`src/rtl/fetch_queue.sv`:
```
// Instruction-fetch stage: owns the fetch PC, issues in-order word reads on the
// instruction bus, tags returned words with pc/pcplus4 and buffers them in a
// FIFO that decode drains through out_valid/out_ready. A redirect flushes the
// FIFO and discards responses to requests issued before it.
//
// Ports
//   clk, reset                      clock, asynchronous active-high reset
//   ireq_valid, ireq_addr           read request (registered, word aligned)
//   iresp_addr_ok                   request accepted this cycle
//   iresp_data_ok, iresp_data       in-order read data
//   redirect_valid, redirect_pc     flush and restart fetch at redirect_pc
//   out_valid, out_ready            FIFO head handshake
//   out_raw_instr, out_pc,
//   out_pcplus4, out_adel           FIFO head payload
module fetch_queue #(
    parameter int unsigned DEPTH     = 4,
    parameter int unsigned MAX_OUTST = 2,
    parameter logic [31:0] RESET_PC  = 32'hbfc0_0000
) (
    input  logic        clk,
    input  logic        reset,
    output logic        ireq_valid,
    output logic [31:0] ireq_addr,
    input  logic        iresp_addr_ok,
    input  logic        iresp_data_ok,
    input  logic [31:0] iresp_data,
    input  logic        redirect_valid,
    input  logic [31:0] redirect_pc,
    output logic        out_valid,
    input  logic        out_ready,
    output logic [31:0] out_raw_instr,
    output logic [31:0] out_pc,
    output logic [31:0] out_pcplus4,
    output logic        out_adel
);

    localparam int unsigned PTR_W = $clog2(DEPTH);
    localparam int unsigned CNT_W = $clog2(DEPTH + 1);
    localparam int unsigned OUT_W = $clog2(MAX_OUTST + 1);
    localparam int unsigned SUM_W = ((CNT_W > OUT_W) ? CNT_W : OUT_W) + 1;

    localparam logic [CNT_W-1:0] DEPTH_C = CNT_W'(DEPTH);
    localparam logic [SUM_W-1:0] DEPTH_S = SUM_W'(DEPTH);
    localparam logic [OUT_W-1:0] MAX_O   = OUT_W'(MAX_OUTST);

    localparam logic [1:0] ST_RUN  = 2'd0;
    localparam logic [1:0] ST_HOLD = 2'd1;
    localparam logic [1:0] ST_HALT = 2'd2;

    // Registered state
    logic [1:0]       state_q, state_d;
    logic [31:0]      pc_q, pc_d;
    logic [31:0]      resp_pc_q, resp_pc_d;
    logic [OUT_W-1:0] outst_q, outst_d;
    logic [OUT_W-1:0] drop_q, drop_d;
    logic             hold_stale_q, hold_stale_d;
    logic             req_valid_q, req_valid_d;
    logic [31:0]      req_addr_q, req_addr_d;
    logic [PTR_W-1:0] wr_ptr_q, wr_ptr_d;
    logic [PTR_W-1:0] rd_ptr_q, rd_ptr_d;
    logic [CNT_W-1:0] count_q, count_d;

    logic [31:0] mem_instr [DEPTH];
    logic [31:0] mem_pc    [DEPTH];
    logic [31:0] mem_pcp4  [DEPTH];
    logic        mem_adel  [DEPTH];

    // Per-cycle events
    logic             accept;
    logic             resp;
    logic             resp_live;
    logic             pop;
    logic             push;
    logic [31:0]      push_instr;
    logic [31:0]      push_pc;
    logic             push_adel;
    logic             adel_push;
    logic             drop_inc;
    logic [OUT_W-1:0] live_d;
    logic [SUM_W-1:0] occ_d;

    // Bus and handshake events; a response with nothing outstanding is ignored
    assign accept    = req_valid_q & iresp_addr_ok;
    assign resp      = iresp_data_ok & (outst_q != '0);
    assign resp_live = resp & (drop_q == '0) & ~redirect_valid;
    assign pop       = (count_q != '0) & out_ready & ~redirect_valid;

    // Next-state, FIFO bookkeeping and next request
    always_comb begin
        state_d      = state_q;
        pc_d         = pc_q;
        resp_pc_d    = resp_pc_q;
        hold_stale_d = 1'b0;
        drop_inc     = 1'b0;
        adel_push    = 1'b0;
        push         = 1'b0;
        push_instr   = '0;
        push_pc      = '0;
        push_adel    = 1'b0;
        wr_ptr_d     = wr_ptr_q;
        rd_ptr_d     = rd_ptr_q;
        count_d      = count_q;
        req_valid_d  = 1'b0;
        req_addr_d   = pc_q;
        live_d       = '0;
        occ_d        = '0;
        outst_d      = outst_q + OUT_W'(accept) - OUT_W'(resp);

        case (state_q)
            ST_RUN: begin
                if (accept) begin
                    pc_d = pc_q + 32'd4;
                end else if (req_valid_q) begin
                    state_d = ST_HOLD;
                end else if ((pc_q[1:0] != 2'b00) && (count_q < DEPTH_C) && !resp_live) begin
                    adel_push = 1'b1;
                    state_d   = ST_HALT;
                end
            end
            ST_HOLD: begin
                if (accept) begin
                    state_d = ST_RUN;
                    // A stale request's response is dropped and must not move the PC
                    if (hold_stale_q) begin
                        drop_inc = 1'b1;
                    end else begin
                        pc_d = pc_q + 32'd4;
                    end
                end
            end
            ST_HALT: begin
                state_d = ST_HALT;
            end
            default: begin
                state_d = ST_RUN;
            end
        endcase

        drop_d = drop_q - OUT_W'(resp && (drop_q != '0)) + OUT_W'(drop_inc);

        if (resp_live) begin
            push       = 1'b1;
            push_instr = iresp_data;
            push_pc    = resp_pc_q;
            resp_pc_d  = resp_pc_q + 32'd4;
        end else if (adel_push) begin
            push      = 1'b1;
            push_pc   = pc_q;
            push_adel = 1'b1;
        end

        // Redirect overrides everything; every request still on the bus becomes stale
        if (redirect_valid) begin
            pc_d      = redirect_pc;
            resp_pc_d = redirect_pc;
            drop_d    = outst_d;
            push      = 1'b0;
            state_d   = ((state_q == ST_HOLD) && !accept) ? ST_HOLD : ST_RUN;
        end

        hold_stale_d = (state_d == ST_HOLD) && (hold_stale_q || redirect_valid);

        if (redirect_valid) begin
            wr_ptr_d = '0;
            rd_ptr_d = '0;
            count_d  = '0;
        end else begin
            wr_ptr_d = wr_ptr_q + PTR_W'(push);
            rd_ptr_d = rd_ptr_q + PTR_W'(pop);
            count_d  = count_q + CNT_W'(push) - CNT_W'(pop);
        end

        // Live responses always have a FIFO slot reserved before the request issues
        live_d = outst_d - drop_d;
        occ_d  = SUM_W'(count_d) + SUM_W'(live_d);

        case (state_d)
            ST_HOLD: begin
                req_valid_d = 1'b1;
                req_addr_d  = req_addr_q;
            end
            ST_RUN: begin
                req_valid_d = (pc_d[1:0] == 2'b00) && (outst_d < MAX_O) && (occ_d < DEPTH_S);
                req_addr_d  = pc_d;
            end
            default: begin
                req_valid_d = 1'b0;
                req_addr_d  = pc_d;
            end
        endcase
    end

    // State and control registers
    always_ff @(posedge clk or posedge reset) begin
        if (reset) begin
            state_q      <= ST_RUN;
            pc_q         <= RESET_PC;
            resp_pc_q    <= RESET_PC;
            outst_q      <= '0;
            drop_q       <= '0;
            hold_stale_q <= 1'b0;
            req_valid_q  <= 1'b0;
            req_addr_q   <= '0;
            wr_ptr_q     <= '0;
            rd_ptr_q     <= '0;
            count_q      <= '0;
        end else begin
            state_q      <= state_d;
            pc_q         <= pc_d;
            resp_pc_q    <= resp_pc_d;
            outst_q      <= outst_d;
            drop_q       <= drop_d;
            hold_stale_q <= hold_stale_d;
            req_valid_q  <= req_valid_d;
            req_addr_q   <= req_addr_d;
            wr_ptr_q     <= wr_ptr_d;
            rd_ptr_q     <= rd_ptr_d;
            count_q      <= count_d;
        end
    end

    // FIFO storage; cleared on reset so the head payload reads as zero
    always_ff @(posedge clk or posedge reset) begin
        if (reset) begin
            for (int unsigned i = 0; i < DEPTH; i++) begin
                mem_instr[i] <= '0;
                mem_pc[i]    <= '0;
                mem_pcp4[i]  <= '0;
                mem_adel[i]  <= 1'b0;
            end
        end else if (push) begin
            mem_instr[wr_ptr_q] <= push_instr;
            mem_pc[wr_ptr_q]    <= push_pc;
            mem_pcp4[wr_ptr_q]  <= push_pc + 32'd4;
            mem_adel[wr_ptr_q]  <= push_adel;
        end
    end

    assign ireq_valid    = req_valid_q;
    assign ireq_addr     = req_addr_q;
    assign out_valid     = (count_q != '0);
    assign out_raw_instr = mem_instr[rd_ptr_q];
    assign out_pc        = mem_pc[rd_ptr_q];
    assign out_pcplus4   = mem_pcp4[rd_ptr_q];
    assign out_adel      = mem_adel[rd_ptr_q];

endmodule
```
`config.mk`:
```
export PLATFORM = sky130hd
export DESIGN_NAME = fetch_queue
export DESIGN_NICKNAME = d
export VERILOG_FILES = /design/src/rtl/fetch_queue.sv
export SDC_FILE = /design/constraint.sdc
export NUM_CORES = 1
export LEC_CHECK = 0
export CORE_MARGIN = 2
export CORE_UTILIZATION = 53
export DETAILED_ROUTE_END_ITERATION = 10
export PLACE_DENSITY = 0.86
export SLEW_MARGIN = 20
export SYNTH_ARGS = -nofsm -noshare
export SYNTH_HDL_FRONTEND = slang
export SYNTH_SLANG_ARGS = --single-unit
```
`constraint.sdc`:
```
create_clock -name clk -period 14.8 [get_ports clk]
set_clock_uncertainty 0.2 [all_clocks]
set_input_delay 2.22 -clock clk [delete_from_list [all_inputs] [get_ports clk]]
set_output_delay 2.22 -clock clk [all_outputs]
set_load 0.05 [all_outputs]
```
## After elaboration in Yosys (flattened, before gate mapping)

Cells that the tools add are included.

- Order comparisons: 6
- Equality and inequality tests: 3
- Reduce and logical (&&, ||, !) cells: 20
- Mux-type cells: 53
- Bitwise operators: 9
- Add/subtract/negate cells: 13

Operators by type and width:

| cell | count |
|---|---|
| 32-bit two-way mux | 16 |
| 128-bit bitwise mux | 3 |
| 32-bit binary-select mux with 2-bit select | 3 |
| 32-bit by 3-bit adder with 32-bit output, second input constant | 3 |
| 32-bit demux with 2-bit select | 1 |
| 32-bit one-hot mux with 2 select lines | 1 |
| 2-bit two-way mux | 8 |
| 1-bit two-way mux | 15 |
| 2-bit by 1-bit adder with 2-bit output | 4 |
| 1-bit logical AND | 8 |
| 2-bit zero test | 4 |
| 2-bit nonzero test | 4 |
| 1-bit bitwise AND | 6 |
| 3-bit >= comparator, second input constant | 2 |
| 2-bit inverter with 3-bit output | 2 |
| 2-bit one-hot mux with 3 select lines | 1 |
| 3-bit by 2-bit adder with 4-bit output | 1 |
| 4-bit bitwise mux | 1 |
| 2-bit by 1-bit equality test with 1-bit output, second input constant | 2 |
| 4-bit by 3-bit < comparator with 1-bit output, second input constant | 1 |
| 2-bit by 1-bit subtractor with 2-bit output | 2 |
| 3-bit by 1-bit adder with 3-bit output | 1 |
| 3-bit by 1-bit < comparator with 1-bit output, second input constant | 1 |
| 3-bit < comparator, second input constant | 1 |
| 12 further kinds | 13 |

- Logic and storage cells: 131
- Register bits after elaboration: 499
- Output and inout port bits: 131
- Input bits: 70

## Logic depth before layout (Yosys ltp)

Gate-level depths: netlist (run 1).

- Depth after elaboration: 20
- Mapped depth: 16
- Depth with buffers taken out: 14

## Worst setup path before layout (run 1)

No wires, ideal clock.

- Kind: input to register
- From: in redirect_valid
- To: reg req_valid_q (netlist: ireq_valid)
- Path buffers: 3
- Slack: 9257 ps
- Cell stages on the path: 14
- Setup time: 110 ps
- Data required time: 14490 ps
- Arrival time: 5233 ps
- Path through: buf_6 inv_2 buf_1 clkbuf_1 and3_1 ha_1 inv_1 ha_1 fa_1 nor2b_1 ha_1 and3b_1 or4_1 o41ai_1

- Longest elaborated chain between the ends: 18
- Elaborated cells on any way between the ends: 31
- Classes of those cells: add/sub: 4; order compare: 1; eq/ne: 1; mux: 16; bitwise: 3; reduce/logical: 6

Ends and longest elaborated chain:

| what | line | RTL |
|---|---|---|
| start: declaration | 27 | `input logic redirect_valid,` |
| 1-bit inverter | 85, 86 |  |
| 1-bit bitwise AND | 85 | `assign resp_live = resp & (drop_q == '0) & ~redirect_valid;` |
| 1-bit zero test | 115 | `end else if ((pc_q[1:0] != 2'b00) && (count_q < DEPTH_C) && !resp_live) begin` |
| 1-bit logical AND | 115 |  |
| 1-bit two-way mux | 115 |  |
| 1-bit two-way mux | 113 | `end else if (req_valid_q) begin` |
| 1-bit two-way mux | 111 | `if (accept) begin` |
| 1-bit two-way mux | 109 | `case (state_q)` |
| (+4 left out) | - |  |
| 3-bit by 1-bit subtractor with 3-bit output | 170 | `count_d = count_q + CNT_W'(push) - CNT_W'(pop);` |
| 3-bit two-way mux * | 163 | `if (redirect_valid) begin` |
| named net count_d[1] | 61 | `logic [CNT_W-1:0] count_q, count_d;` |
| 3-bit by 2-bit adder with 4-bit output * | 175 | `occ_d = SUM_W'(count_d) + SUM_W'(live_d);` |
| 4-bit by 3-bit < comparator with 1-bit output * | 183 | `req_valid_d = (pc_d[1:0] == 2'b00) && (outst_d < MAX_O) && (occ_d < DEPTH_S);` |
| 1-bit logical AND * | 183 |  |
| 1-bit one-hot mux with 2 select lines * | 177 | `case (state_d)` |
| named net req_valid_d | 57 | `logic req_valid_q, req_valid_d;` |
| end signal: assignment | 214 | `req_valid_q <= req_valid_d;` |
| end: declaration | 57 |  |

Mark *: on every way through the listed nets, which the timed path passes. The rest lies on a longest branch.
A chain may end at the register's enable or synchronous reset.

## Worst setup path after layout (run 1)

- From: in redirect_valid
- To: reg mem_pcp4[122] in the netlist's numbering

- Longest elaborated chain between the ends: 12
- Elaborated cells on any way between the ends: 15
- Classes of those cells: add/sub: 1; mux: 10; bitwise: 2; reduce/logical: 2

Ends and longest elaborated chain:

| what | line | RTL |
|---|---|---|
| 1-bit inverter * | 85 |  |
| 1-bit bitwise AND * | 85 |  |
| 1-bit zero test | 115 |  |
| 1-bit logical AND | 115 |  |
| 1-bit two-way mux | 115 |  |
| 1-bit two-way mux | 113 |  |
| 1-bit two-way mux | 111 |  |
| 1-bit two-way mux | 109 |  |
| 32-bit two-way mux | 146 | `end else if (adel_push) begin` |
| 32-bit two-way mux * | 141 | `if (resp_live) begin` |
| named net push_pc[2] | 75 | `logic [31:0] push_pc;` |
| 32-bit by 3-bit adder with 32-bit output * | 234 | `mem_pcp4[wr_ptr_q] <= push_pc + 32'd4;` |
| 128-bit bitwise mux * | 234 |  |
| end signal: indexed assignment | 234 |  |
| end: declaration | 65 | `logic [31:0] mem_pcp4 [DEPTH];` |

Marked as above.

==> results by group, run 1 <==
Setup path
  – RR Startpoint: drop_q[1]$_DFF_PP0_
  – Crit-path most repeated cell: buf_4
  – Worst EP required: approximately 15000 ps
  – CP cell instances: buf_2 > buf_4 > or3_1 > nor2_4 > buf_4 > nor2_1 > a22oi_1 > inv_1 > ha_1 > nand3_1 > a21oi_1 > a32oi_1 > buf_4 > a2111o_1 > xor2_1 > mux2_2
  – Worst R2R End: mem_pcp4[122]$_DFFE_PP0P_
  – R2R setup slack: approximately 10000 ps
  – Kind of critical path: in2reg
  – CP startpoint kind: primary input
  – Slowest-stage cell, CP: or3_1
  – R2R cell count: 14
  – Critical path fanouts, max: 47
  – Critical Path Source: redirect_valid
  – Critical Path Max Stage Delay: between 600 and 700 ps
  – Last element of the critical path: mem_pcp4[122]$_DFFE_PP0P_
  – Worst endpoint data arrival time: approximately 6900 ps
  – CP endpoint kind: register

Die
  – Starting Density: between 50% and 60%
  – I/O pins: 201
  – Row count: 76
  – Die Wd: ~210 um
  – Die Area: roughly 45000 sq um
  – Core Region: approximately 43000 sq um
  – Vert. Die Dim: ~210 um

Pwr
  – P per Cell Area: 183.6 nW/um^2
  – VDD IR max: approximately 0.13 mV
  – Lkg Pwr: 0.01140 uW

Outcome
  – Status: completed

Synth
  – Largest cells by area after synthesis: dfrtp_1 (51%), mux4_2 (9.3%), nand2_1 (6.4%)
  – Synth warnings: 0
  – Syn nets: 2174
  – Cells after Synth: roughly 2100
  – Yosys reg bits: roughly 490
  – Synth cell types: 77
  – Post-synthesis sequential area ratio: between 50% and 60%
  – Syn_area_per_cell: ~11 sq um
  – Area share of the largest cell type after synthesis: between 50% and 60%
  – Yosys top cell by area: dfrtp_1
  – Share of flip-flops with an asynchronous set or reset: 100.0%
  – EDFF count, synth: 0
  – Most frequent cells after synthesis: dfrtp_1 (473), nand2_1 (391), o21ai_0 (268)
  – Mapped cell area: approximately 23000 sq um
  – Count leader, synth: dfrtp_1
  – Primary FF master, synth: dfrtp_1

Cells and area
  – Ratio of cells with drive above 1 in the final layout: roughly 16%
  – Final Util: 63.27%
  – Diodes inserted: 0
  – Area Growth Syn to Fin: 18.01%
  – Total Nets Final: about 2300

Global route
  – Largest net degree at the start of global routing: roughly 200
  – Total gr overflow: 0
  – Number of global-route vias before repair: between 15000 and 20000
  – Initial antenna violation count: 0
  – First-pass GRT wire length: 100.5 mm
  – Total GRT Usage: 28.65%

Routing
  – Iter 0 DRT Violations: a little under 2000
  – DR pass1 iterations: 6
  – Post-route ant nets: 0
  – Residual DRC count: 0
  – Final WL: between 60 and 70 mm
  – Via count: roughly 17000
  – Vias per cell: 6.144
  – Routed WL per cell: 22.19 um

Placed design
  – GPL Wtd Cong: 0.9511
  – Final HPWL DP: roughly 41 mm
  – PortBufs: 200

Timing
  – F_max: around 150 MHz
  – Slew @ Worst Pin: approximately 1100 ps
  – Final Cycle Share: 44.58%
  – TNS Setup: 0 ps
  – Min Tclk post-route: 6598 ps
  – Slew headroom: about a quarter
  – Hold Violations, Final: 0
  – RSZ-0062 raised after global routing: false
  – Final setup vio count: 0
  – Fin. max-slew vios: 0

Clocking
  – Post-CTS Hold Buffers: 0
  – Root Driver: clkbuf_16
  – CTS resizes: 0
  – Deepest clock path buffer count: 3
  – Clock latency at the later pin of the worst-skew pair: 590 ps
  – Post-CTS setup buffer count: 0
  – Cts bufs inserted: approximately 50
  – CTS tree: done
  – H-Tree Depth: 2
  – CTS Sinks: between 400 and 500
  – CTS clk-pin slew, worst paths: 60 ps

Hold path
  – Worst Hold Class: reg2reg

Job
  – Max_cap viols: 0
[through the flow]
stage	setup WS, ps	total power (uW)	hold slack (ps)	cells	instance area (sq um)
final	8202	5003	269.8	2846	27250
after detailed placement	7806	3713	257.2	2753	25510
after floorplan	5736	3082	240.5	2090	23100
after global routing	8007	5229	291.7	2846	27250
after CTS	8273	5013	271.5	2843	27160
after global placement	7988	3648	253.1	2753	25510
[logic make-up after synthesis]
logic type / synth area share, %
AO/OA/AOI/OAI: 11.64
XOR/XNOR: 2.920
adder cells (fa/ha/maj): 0.7910
buffers and inverters: 3.240
flip-flops: 53.30
multiplexers: 14.45
AND/OR/NAND/NOR: 13.66
[layout by cell type, fill, tap and decap left out, drive strengths merged, types with 19 or more instances in the layout]
| cell type | instances |
|---|---|
| dfrtp | 473 |
| nand2 | 392 |
| o21ai | 271 |
| clkdlybuf4s50 | 199 |
| mux2 | 101 |
| nor2 | 100 |
| mux4 | 95 |
| clkbuf | 73 |
| xnor2 | 55 |
| a21oi | 45 |
| nand3 | 42 |
| nor3 | 32 |
| buf | 30 |
| nand4 | 28 |
| inv | 28 |
| and3 | 24 |
| a22oi | 22 |
| xor2 | 22 |
| a31oi | 19 |
[where the power goes]
part	leakage (uW)	internal, uW	switching, uW
clock	0.000803	756	525
combinational	0.00410	666	1230
sequential	0.00650	1620	210
[state kept, by name, summed over array words and instances (netlist names)]
name,count
pc_q,32
rd_ptr_q,2
mem_pcp4,120
mem_instr,128
wr_ptr_q,2
ireq_valid,1
resp_pc_q,32
mem_pc,128
drop_q,2
ireq_addr,32
count_q,3
hold_stale_q,1
state_q,2
mem_adel,4
outst_q,2
[routing by layer]
metal  vias up  global-route usage (%)  wire, um
li1       7692                       -         -
met2       809                   46.46     30770
met5         -                       0         0
met4         0                   11.96      2553
met1      8827                   38.19     25160
met3       159                   5.413      4671
[area by class of cell]
class,count,area (sq um)
clock buffer,73,1388
clock inverter,17,266.5
fill,3186,15820
inverter,29,112.6
multi-input combinational,1422,10150
sequential,491,12320
tap,585,732.0
timing repair buffer,229,2283
[critical path, delay by kind of cell]
family	cells	cell delay, ps
fa+ha+maj	1	300
mux	1	240
buf+inv	5	1340
compound gates	4	920
xor+xnor	1	350
simple gates	4	1490
[how the worst min path moves through the flow]
stage                                to                startpoint  slack (ps)  cells past startpoint
2_1_floorplan  mem_pcp4[67]$_DFFE_PP0P_  mem_pcp4[67]$_DFFE_PP0P_         240                      2
3_3_place_gp    mem_pcp4[3]$_DFFE_PP0P_   mem_pcp4[3]$_DFFE_PP0P_         250                      2
3_5_place_dp    mem_pcp4[3]$_DFFE_PP0P_   mem_pcp4[3]$_DFFE_PP0P_         260                      2
4_1_cts         mem_pcp4[3]$_DFFE_PP0P_   mem_pcp4[3]$_DFFE_PP0P_         270                      2
5_1_grt         mem_pc[125]$_DFFE_PP0P_   mem_pc[125]$_DFFE_PP0P_         290                      1
6_report        mem_pcp4[3]$_DFFE_PP0P_   mem_pcp4[3]$_DFFE_PP0P_         270                      2
Note: power is estimated with default switching activity, not from simulation.
==> run 2, diff against run 1 <==
--- a/config.mk
+++ b/config.mk
@@ -6,9 +6,9 @@
 export NUM_CORES = 1
 export LEC_CHECK = 0
 export CORE_MARGIN = 2
-export CORE_UTILIZATION = 53
+export CORE_UTILIZATION = 58
 export DETAILED_ROUTE_END_ITERATION = 10
-export PLACE_DENSITY = 0.86
+export PLACE_DENSITY = 0.89
 export SLEW_MARGIN = 20
 export SYNTH_ARGS = -nofsm -noshare
 export SYNTH_HDL_FRONTEND = slang
==> constraint.sdc (replaced) <==
create_clock -name clk -period 6.15 [get_ports clk]
set_clock_uncertainty 0.2 [all_clocks]
set_input_delay 0.9225 -clock clk [delete_from_list [all_inputs] [get_ports clk]]
set_output_delay 0.9225 -clock clk [all_outputs]
set_load 0.05 [all_outputs]
==> run 2 against run 1 <==
Effect of this change: global-route usage rose by 2.7 points; worst setup slack got worse by 7000 ps; worst hold slack lost 0.65 ps; via count grew 0.51%; non-clock buffer count grew 8; utilization increased by 5.8 points; first-iteration DRC count is 16% lower.
==> results by group, run 2 (synthesized netlist as in run 1, its figures left out) <==
Global route
  – Met2 Track Usage GR: 51.67% (+5.2 points)
  – Met3 Resource Use GR: 5.785% (+0.37 points)
  – Total gr overflow: 0 (unchanged)
  – Total GRT Usage: 31.32% (+2.7 points)
  – Number of global-route vias before repair: 17990 (+0.85%)
  – Routing usage on met1: 41.15% (+3.0 points)
  – Layer with the highest usage: met2
  – First-pass GRT wire length: 100.5 mm (about the same)
  – Initial antenna violation count: 0 (unchanged)
  – Largest net degree at the start of global routing: 191 (-5.0%)

Placed design
  – Worst slack at placement: 607.5 ps (-7198 ps)
  – Dpl cell area: 25540 sq um (+0.12%)
  – PortBufs: 200 (unchanged)
  – Cells after DPL: 2703 (-1.8%)
  – Final HPWL DP: 41.14 mm (-0.53%)
  – GPL Wtd Cong: 0.9421 (-0.95%)

Pwr
  – Lkg Pwr: 0.01148 uW (+0.63%)
  – P per Cell Area: 445.3 nW/um^2 (+140%)
  – VDD IR max: 0.3078 mV (+140%)

Setup path
  – Worst endpoint data arrival time: 5220 ps (-1710 ps)
  – R2R cell count: 12 (-2)
  – RR Startpoint: drop_q[1]$_DFF_PP0_
  – Worst EP required: 6430 ps (-8700 ps)
  – CP startpoint kind: primary input
  – CP cell instances: clkdlybuf4s50_1 > o21ai_4 > nor2_1 > o21ai_2 > ha_1 > inv_1 > ha_1 > fa_1 > nor2b_1 > ha_1 > and3b_1 > or4_1 > o41ai_1
  – Crit-path most repeated cell: ha_1
  – Buffer and inverter count on the worst path: 2 (-3)
  – Slowest-stage cell, CP: nor2_1
  – Delay-heaviest family, CP: simple AND/OR/NAND/NOR gates
  – CP endpoint kind: register
  – Critical Path Max Stage Delay: 840 ps (+180 ps)
  – Crit path depth: 13 (-3)
  – Critical Path Source: iresp_data_ok
  – Critical path fanouts, max: 14 (-70%)
  – Kind of critical path: in2reg

Timing
  – Final Cycle Share: 80.33%
  – Min Tclk post-route: ~4900 ps
  – Slew headroom: 21.20% (-2.2 points)
  – Final setup vio count: 0 (unchanged)
  – Fin. max-slew vios: 0 (unchanged)
  – Slew @ Worst Pin: 1182 ps (+39.04 ps)
  – Hold Violations, Final: 0 (unchanged)
  – Fin worst setup slack: 1210 ps (-6992 ps)
  – F_max: approximately 200 MHz
  – Fin Hold WS: 269.1 ps (-0.6460 ps)
  – RSZ-0062 raised after global routing: false

Cells and area
  – Final Util: 69.02% (+5.8 points)
  – Most frequent cells in the layout: dfrtp_1 (471), nand2_1 (391), o21ai_0 (268), clkdlybuf4s50_1 (199), mux2_2 (101)
  – Ratio of cells with drive above 1 in the final layout: 16.48% (+0.43 points)
  – Largest regs: mem_instr: 128 flops, mem_pc: 128 flops, mem_pcp4: 120 flops
  – Commonest non-fill, non-tap cell in the layout: dfrtp_1
  – Diodes inserted: 0 (unchanged)
  – Post-route cell area: 27300 sq um (+0.16%)
  – Final non-filler cell total: 2794 (-1.8%)
  – Area Growth Syn to Fin: 18.20%
  – Total Nets Final: 2315 (+0.39%)

Routing
  – Residual DRC count: 0 (unchanged)
  – Vias per cell: 6.291 (+2.4%)
  – DR pass1 iterations: 8 (+2)
  – Iter 0 DRT Violations: 1646 (-16%)
  – Post-route ant nets: 0 (unchanged)
  – Routed WL per cell: 22.74 um (+2.5%)
  – Final WL: 63.53 mm (+0.60%)
  – Via count: 17580 (+0.51%)

Clocking
  – Post-CTS setup buffer count: 0 (unchanged)
  – CTS tree: done
  – Deepest clock path buffer count: 3 (unchanged)
  – H-Tree Depth: 2 (unchanged)
  – CTS clk-pin slew, worst paths: 60 ps (about the same)
  – Root Driver: clkbuf_16
  – Cts bufs inserted: 50 (+2.0%)
  – CTS Sinks: 491 (unchanged)
  – Clock latency at the later pin of the worst-skew pair: 600 ps (about the same)
  – CTS resizes: 0 (unchanged)
  – Post-CTS Hold Buffers: 0 (unchanged)

Die
  – Core Region: 39550 sq um (-8.2%)
  – Row count: 73 (-3.9%)
  – Starting Density: 58.39% (+4.8 points)
  – I/O pins: 201 (unchanged)
  – Die Area: 41430 sq um (-8.5%)
  – Vert. Die Dim: 203.5 um (-4.3%)
  – Die Wd: 203.5 um (-4.3%)

Hold path
  – Hold path cells: 2 (unchanged)
  – Hold Startpoint: ireq_addr[3]$_DFFE_PP0N_
  – Worst Hold Class: reg2reg

Outcome
  – Status: completed

Job
  – Max_cap viols: 0 (unchanged)
-- run 2: changes by cell type in the layout (fill, tap and decap cells not counted) --
| cell | before | now |
|---|---|---|
| buf_16 | 2 | 1 |
| inv_16 | 1 | 0 |
| a31oi_2 | 3 | 1 |
| clkinv_8 | 1 | 2 |
| clkbuf_8 | 5 | 10 |
| clkbuf_16 | 50 | 51 |
| clkbuf_1 | 18 | 13 |
| a31oi_1 | 16 | 18 |
| buf_4 | 24 | 31 |
| clkinv_2 | 7 | 6 |
| buf_12 | 2 | 4 |
-- run 2: path summary, 6_finish.rpt --
check | slack, ps | end
min in group asynchronous | 630 | mem_pc[56]$_DFFE_PP0P_
hold reg to reg | 270 | ireq_addr[3]$_DFFE_PP0N_
setup reg to reg | 1540 | ireq_valid$_DFF_PP0_
hold / removal | 270 | ireq_addr[3]$_DFFE_PP0N_
setup / recovery | 1210 | ireq_valid$_DFF_PP0_
max in group asynchronous | 4100 | mem_pcp4[115]$_DFFE_PP0P_
-- run 2: stage by stage --
| stage | power (uW) | setup TNS [ps] |
|---|---|---|
| floorplan | 7416 | -764560 |
| CTS | 12170 | 0 |
| global placement | 8791 | 0 |
| global route | 12660 | 0 |
| finish | 12160 | 0 |
| detailed placement | 8951 | 0 |
-- run 2: power breakdown --
| part | internal, uW | total [uW] | switching, uW |
|---|---|---|---|
| clock | 1900 | 3180 | 1290 |
| sequential | 3890 | 4380 | 489 |
| combinational | 1620 | 4590 | 2980 |
| total | 7410 | 12200 | 4750 |
-- run 2: final cells by class --
class / count / area [sq um]
clock buffers: 74 / 1463
inverters: 29 / 112.6
clock inverters: 16 / 257.7
repair buffers: 237 / 2349
fillers: 2642 / 12250
well taps: 525 / 656.9
flip-flops and latches: 491 / 12320
multi-input cells: 1422 / 10140
-- run 2: routing by layer --
layer	share of wire, %	wire [um]
met5	0	0
met4	4.2	2669
met3	7.7	4895
met2	49	30880
met1	39	25080
-- run 2: tightest hold or removal path, cell delays in order (launching register included) --
cell and delay [ps]:
dfrtp_1 340, nand2_1 50, nand2_1 50
==> run 3, diff against run 2 <==
==> constraint.sdc (replaced) <==
create_clock -name clk -period 4.7 [get_ports clk]
set_clock_uncertainty 0.2 [all_clocks]
set_input_delay 0.705 -clock clk [delete_from_list [all_inputs] [get_ports clk]]
set_output_delay 0.705 -clock clk [all_outputs]
set_load 0.05 [all_outputs]
==> run 3 against run 2 <==
Effect of this change: via count up 1.4%; sequential power up 30%; global-route usage rose by 0.32 points; register-to-register slack worse by 910 ps; critical endpoint is now mem_pcp4[30]$_DFFE_PP0P_.
==> results by group, run 3 (synthesized netlist as in run 1, its figures left out) <==
Setup path
  – CP endpoint kind: register
  – CP cell instances: nor2_1 > nand3_1 > nor2_1 > a22oi_1 > inv_1 > ha_1 > nand3_1 > a21oi_1 > a32oi_1 > buf_4 > a2111o_1 > o21a_1 > o31ai_1
  – Critical Path Max Stage Delay: 450 ps (-390 ps)
  – Worst EP required: 4970 ps (-1460 ps)
  – Last element of the critical path: mem_pcp4[30]$_DFFE_PP0P_
  – Buffer and inverter count on the worst path: 2 (unchanged)
  – RR Startpoint: ireq_valid$_DFF_PP0_
  – Worst endpoint data arrival time: 4340 ps (-880 ps)
  – R2R setup slack: 630 ps (-910 ps)
  – Kind of critical path: reg2reg
  – CP startpoint kind: register
  – R2R cell count: 13 (+1)
  – Delay-heaviest family, CP: compound AO/OA/AOI/OAI gates
  – Slowest-stage cell, CP: dfrtp_1
  – Critical path fanouts, max: 11 (-3)
  – Critical Path Source: ireq_valid$_DFF_PP0_
  – Worst R2R End: mem_pcp4[30]$_DFFE_PP0P_
  – Crit path depth: 13 (unchanged)

Cells and area
  – Diodes inserted: 0 (unchanged)
  – Commonest non-fill, non-tap cell in the layout: dfrtp_1
  – Largest regs: mem_instr: 128 flops, mem_pc: 128 flops, mem_pcp4: 120 flops
  – Ratio of cells with drive above 1 in the final layout: 17.58% (+1.1 points)
  – Final non-filler cell total: 2823 (+1.0%)
  – Area Growth Syn to Fin: 19.69%
  – Final Util: 69.89% (+0.87 points)
  – Total Nets Final: 2341 (+1.1%)
  – Most frequent cells in the layout: dfrtp_1 (471), nand2_1 (391), o21ai_0 (268), clkdlybuf4s50_1 (199), mux2_2 (101)

Timing
  – Final Cycle Share: between 80 and 90%
  – RSZ-0062 raised after global routing: false
  – Hold Violations, Final: 0 (unchanged)
  – Slew @ Worst Pin: 1055 ps (-127.4 ps)
  – Fin. max-slew vios: 0 (unchanged)
  – Min Tclk post-route: around 4000 ps
  – Final setup vio count: 0 (unchanged)
  – Slew headroom: 29.69% (+8.5 points)
  – F_max: about 250 MHz

Pwr
  – Switching share of power: 38.95% (-0.13 points)
  – Power Internal: 9871 uW (+33%)
  – Psw: 6299 uW (+33%)
  – Power share of the sequential group: 35.3% (-0.7 points)
  – Clock Power Share: 26.4% (+0.2 points)
  – P per Cell Area: 585.0 nW/um^2 (+31%)
  – Lkg Pwr: 0.01167 uW (+1.7%)
  – VDD IR max: 0.5774 mV (+88%)
  – Comb pwr share: 38.3% (+0.5 points)

Routing
  – Post-route ant nets: 0 (unchanged)
  – DR pass1 iterations: 8 (unchanged)
  – Routed WL per cell: 22.74 um (about the same)
  – Vias per cell: 6.310 (+0.31%)
  – Via count: 17810 (+1.4%)
  – Residual DRC count: 0 (unchanged)
  – Final WL: 64.19 mm (+1.0%)
  – Iter 0 DRT Violations: 1964 (+19%)

Global route
  – Total gr overflow: 0 (unchanged)
  – Number of global-route vias before repair: 18540 (+3.1%)
  – Largest net degree at the start of global routing: 97 (-49%)
  – Total GRT Usage: 31.64% (+0.32 points)
  – First-pass GRT wire length: 102.1 mm (+1.6%)
  – Initial antenna violation count: 0 (unchanged)

Hold path
  – Worst Hold Class: reg2reg
  – Hold path cells: 2 (unchanged)

Clocking
  – Cts bufs inserted: 49 (-2.0%)
  – CTS tree: done
  – Post-CTS Hold Buffers: 0 (unchanged)
  – Root Driver: clkbuf_16
  – Deepest clock path buffer count: 3 (unchanged)
  – CTS resizes: 0 (unchanged)
  – CTS Sinks: 491 (unchanged)
  – Post-CTS setup buffer count: 0 (unchanged)
  – H-Tree Depth: 2 (unchanged)
  – CTS clk-pin slew, worst paths: 60 ps (about the same)
  – Clock latency at the later pin of the worst-skew pair: 600 ps (about the same)

Placed design
  – Cells after DPL: 2731 (+1.0%)
  – GPL Wtd Cong: 0.9607 (+2.0%)
  – PortBufs: 200 (unchanged)
  – Final HPWL DP: 43.02 mm (+4.6%)

Die
  – Core Region: 39550 sq um (unchanged)
  – Die Wd: 203.5 um (unchanged)
  – Die Area: 41430 sq um (unchanged)
  – Starting Density: 58.39% (unchanged)
  – I/O pins: 201 (unchanged)
  – Row count: 73 (unchanged)
  – Vert. Die Dim: 203.5 um (unchanged)

Outcome
  – Status: completed

Job
  – Max_cap viols: 0 (unchanged)
run 3: cell types whose count changed in the layout (fill, tap and decap cells not counted):
cell,change
a31oi_1,+1
a31oi_2,-1
buf_12,+8
buf_4,+20
buf_6,-1
bufinv_16,+2
clkbuf_1,-2
clkbuf_16,-1
clkbuf_8,+1
clkinv_2,+3
clkinv_8,-1
clkinvlp_4,-1
inv_16,+1
run 3: tightest hold or removal path: stages (launching register included):
cell	delay, ps
dfrtp_1	340
nand2_1	50
nand3_1	50
run 3: worst min-delay path by stage:
stage | start | endpoint
finish | mem_pcp4[91]$_DFFE_PP0P_ | mem_pcp4[91]$_DFFE_PP0P_
global route | mem_pc[27]$_DFFE_PP0P_ | mem_pc[27]$_DFFE_PP0P_
detailed placement | ireq_addr[3]$_DFFE_PP0N_ | ireq_addr[3]$_DFFE_PP0N_
floorplan | mem_pcp4[67]$_DFFE_PP0P_ | mem_pcp4[67]$_DFFE_PP0P_
CTS | mem_pc[27]$_DFFE_PP0P_ | mem_pc[27]$_DFFE_PP0P_
global placement | mem_pc[92]$_DFFE_PP0P_ | mem_pc[92]$_DFFE_PP0P_
run 3: cell type report:
| type | instances | area, sq um |
|---|---|---|
| tap | 525 | 656.9 |
| inverter | 29 | 112.6 |
| clock inverter | 20 | 329.1 |
| sequential | 491 | 12320 |
| fill | 2596 | 11910 |
| timing repair buffer | 264 | 2648 |
| multi-input combinational | 1422 | 10140 |
| clock buffer | 72 | 1444 |
run 3: through the flow:
step                      setup WS, ps  instance area [sq um]  setup TNS (ps)  hold slack (ps)  power, uW
final                            632.1                  27640               0            271.8      16170
after global routing             427.7                  27640               0            291.2      16810
after CTS                        729.6                  27640               0            278.2      16180
after detailed placement         330.4                  25870               0            263.2      11850
after global placement           507.8                  25840               0            254.4      11620
after floorplan                  -2849                  23100        -1365470            240.5       9704
run 3: routing by layer:
metal  track usage (%)  part of all wire, %  vias up
li1                  -                    -     7763
met5                 0                    0        -
met3             5.529                  8.0      208
met4             14.89                  4.6        0
met1             40.70                   38     8928
met2             52.69                   49      915
run 3: power by group through the flow:
stage / Sequential (uW) / Combinational (uW) / Clock [uW]
floorplan: 6030 / 3680 / 0
global placement: 5670 / 5950 / 0
detailed placement: 5750 / 6100 / 0
CTS: 5690 / 6170 / 4320
global route: 5800 / 6530 / 4480
finish: 5710 / 6190 / 4280
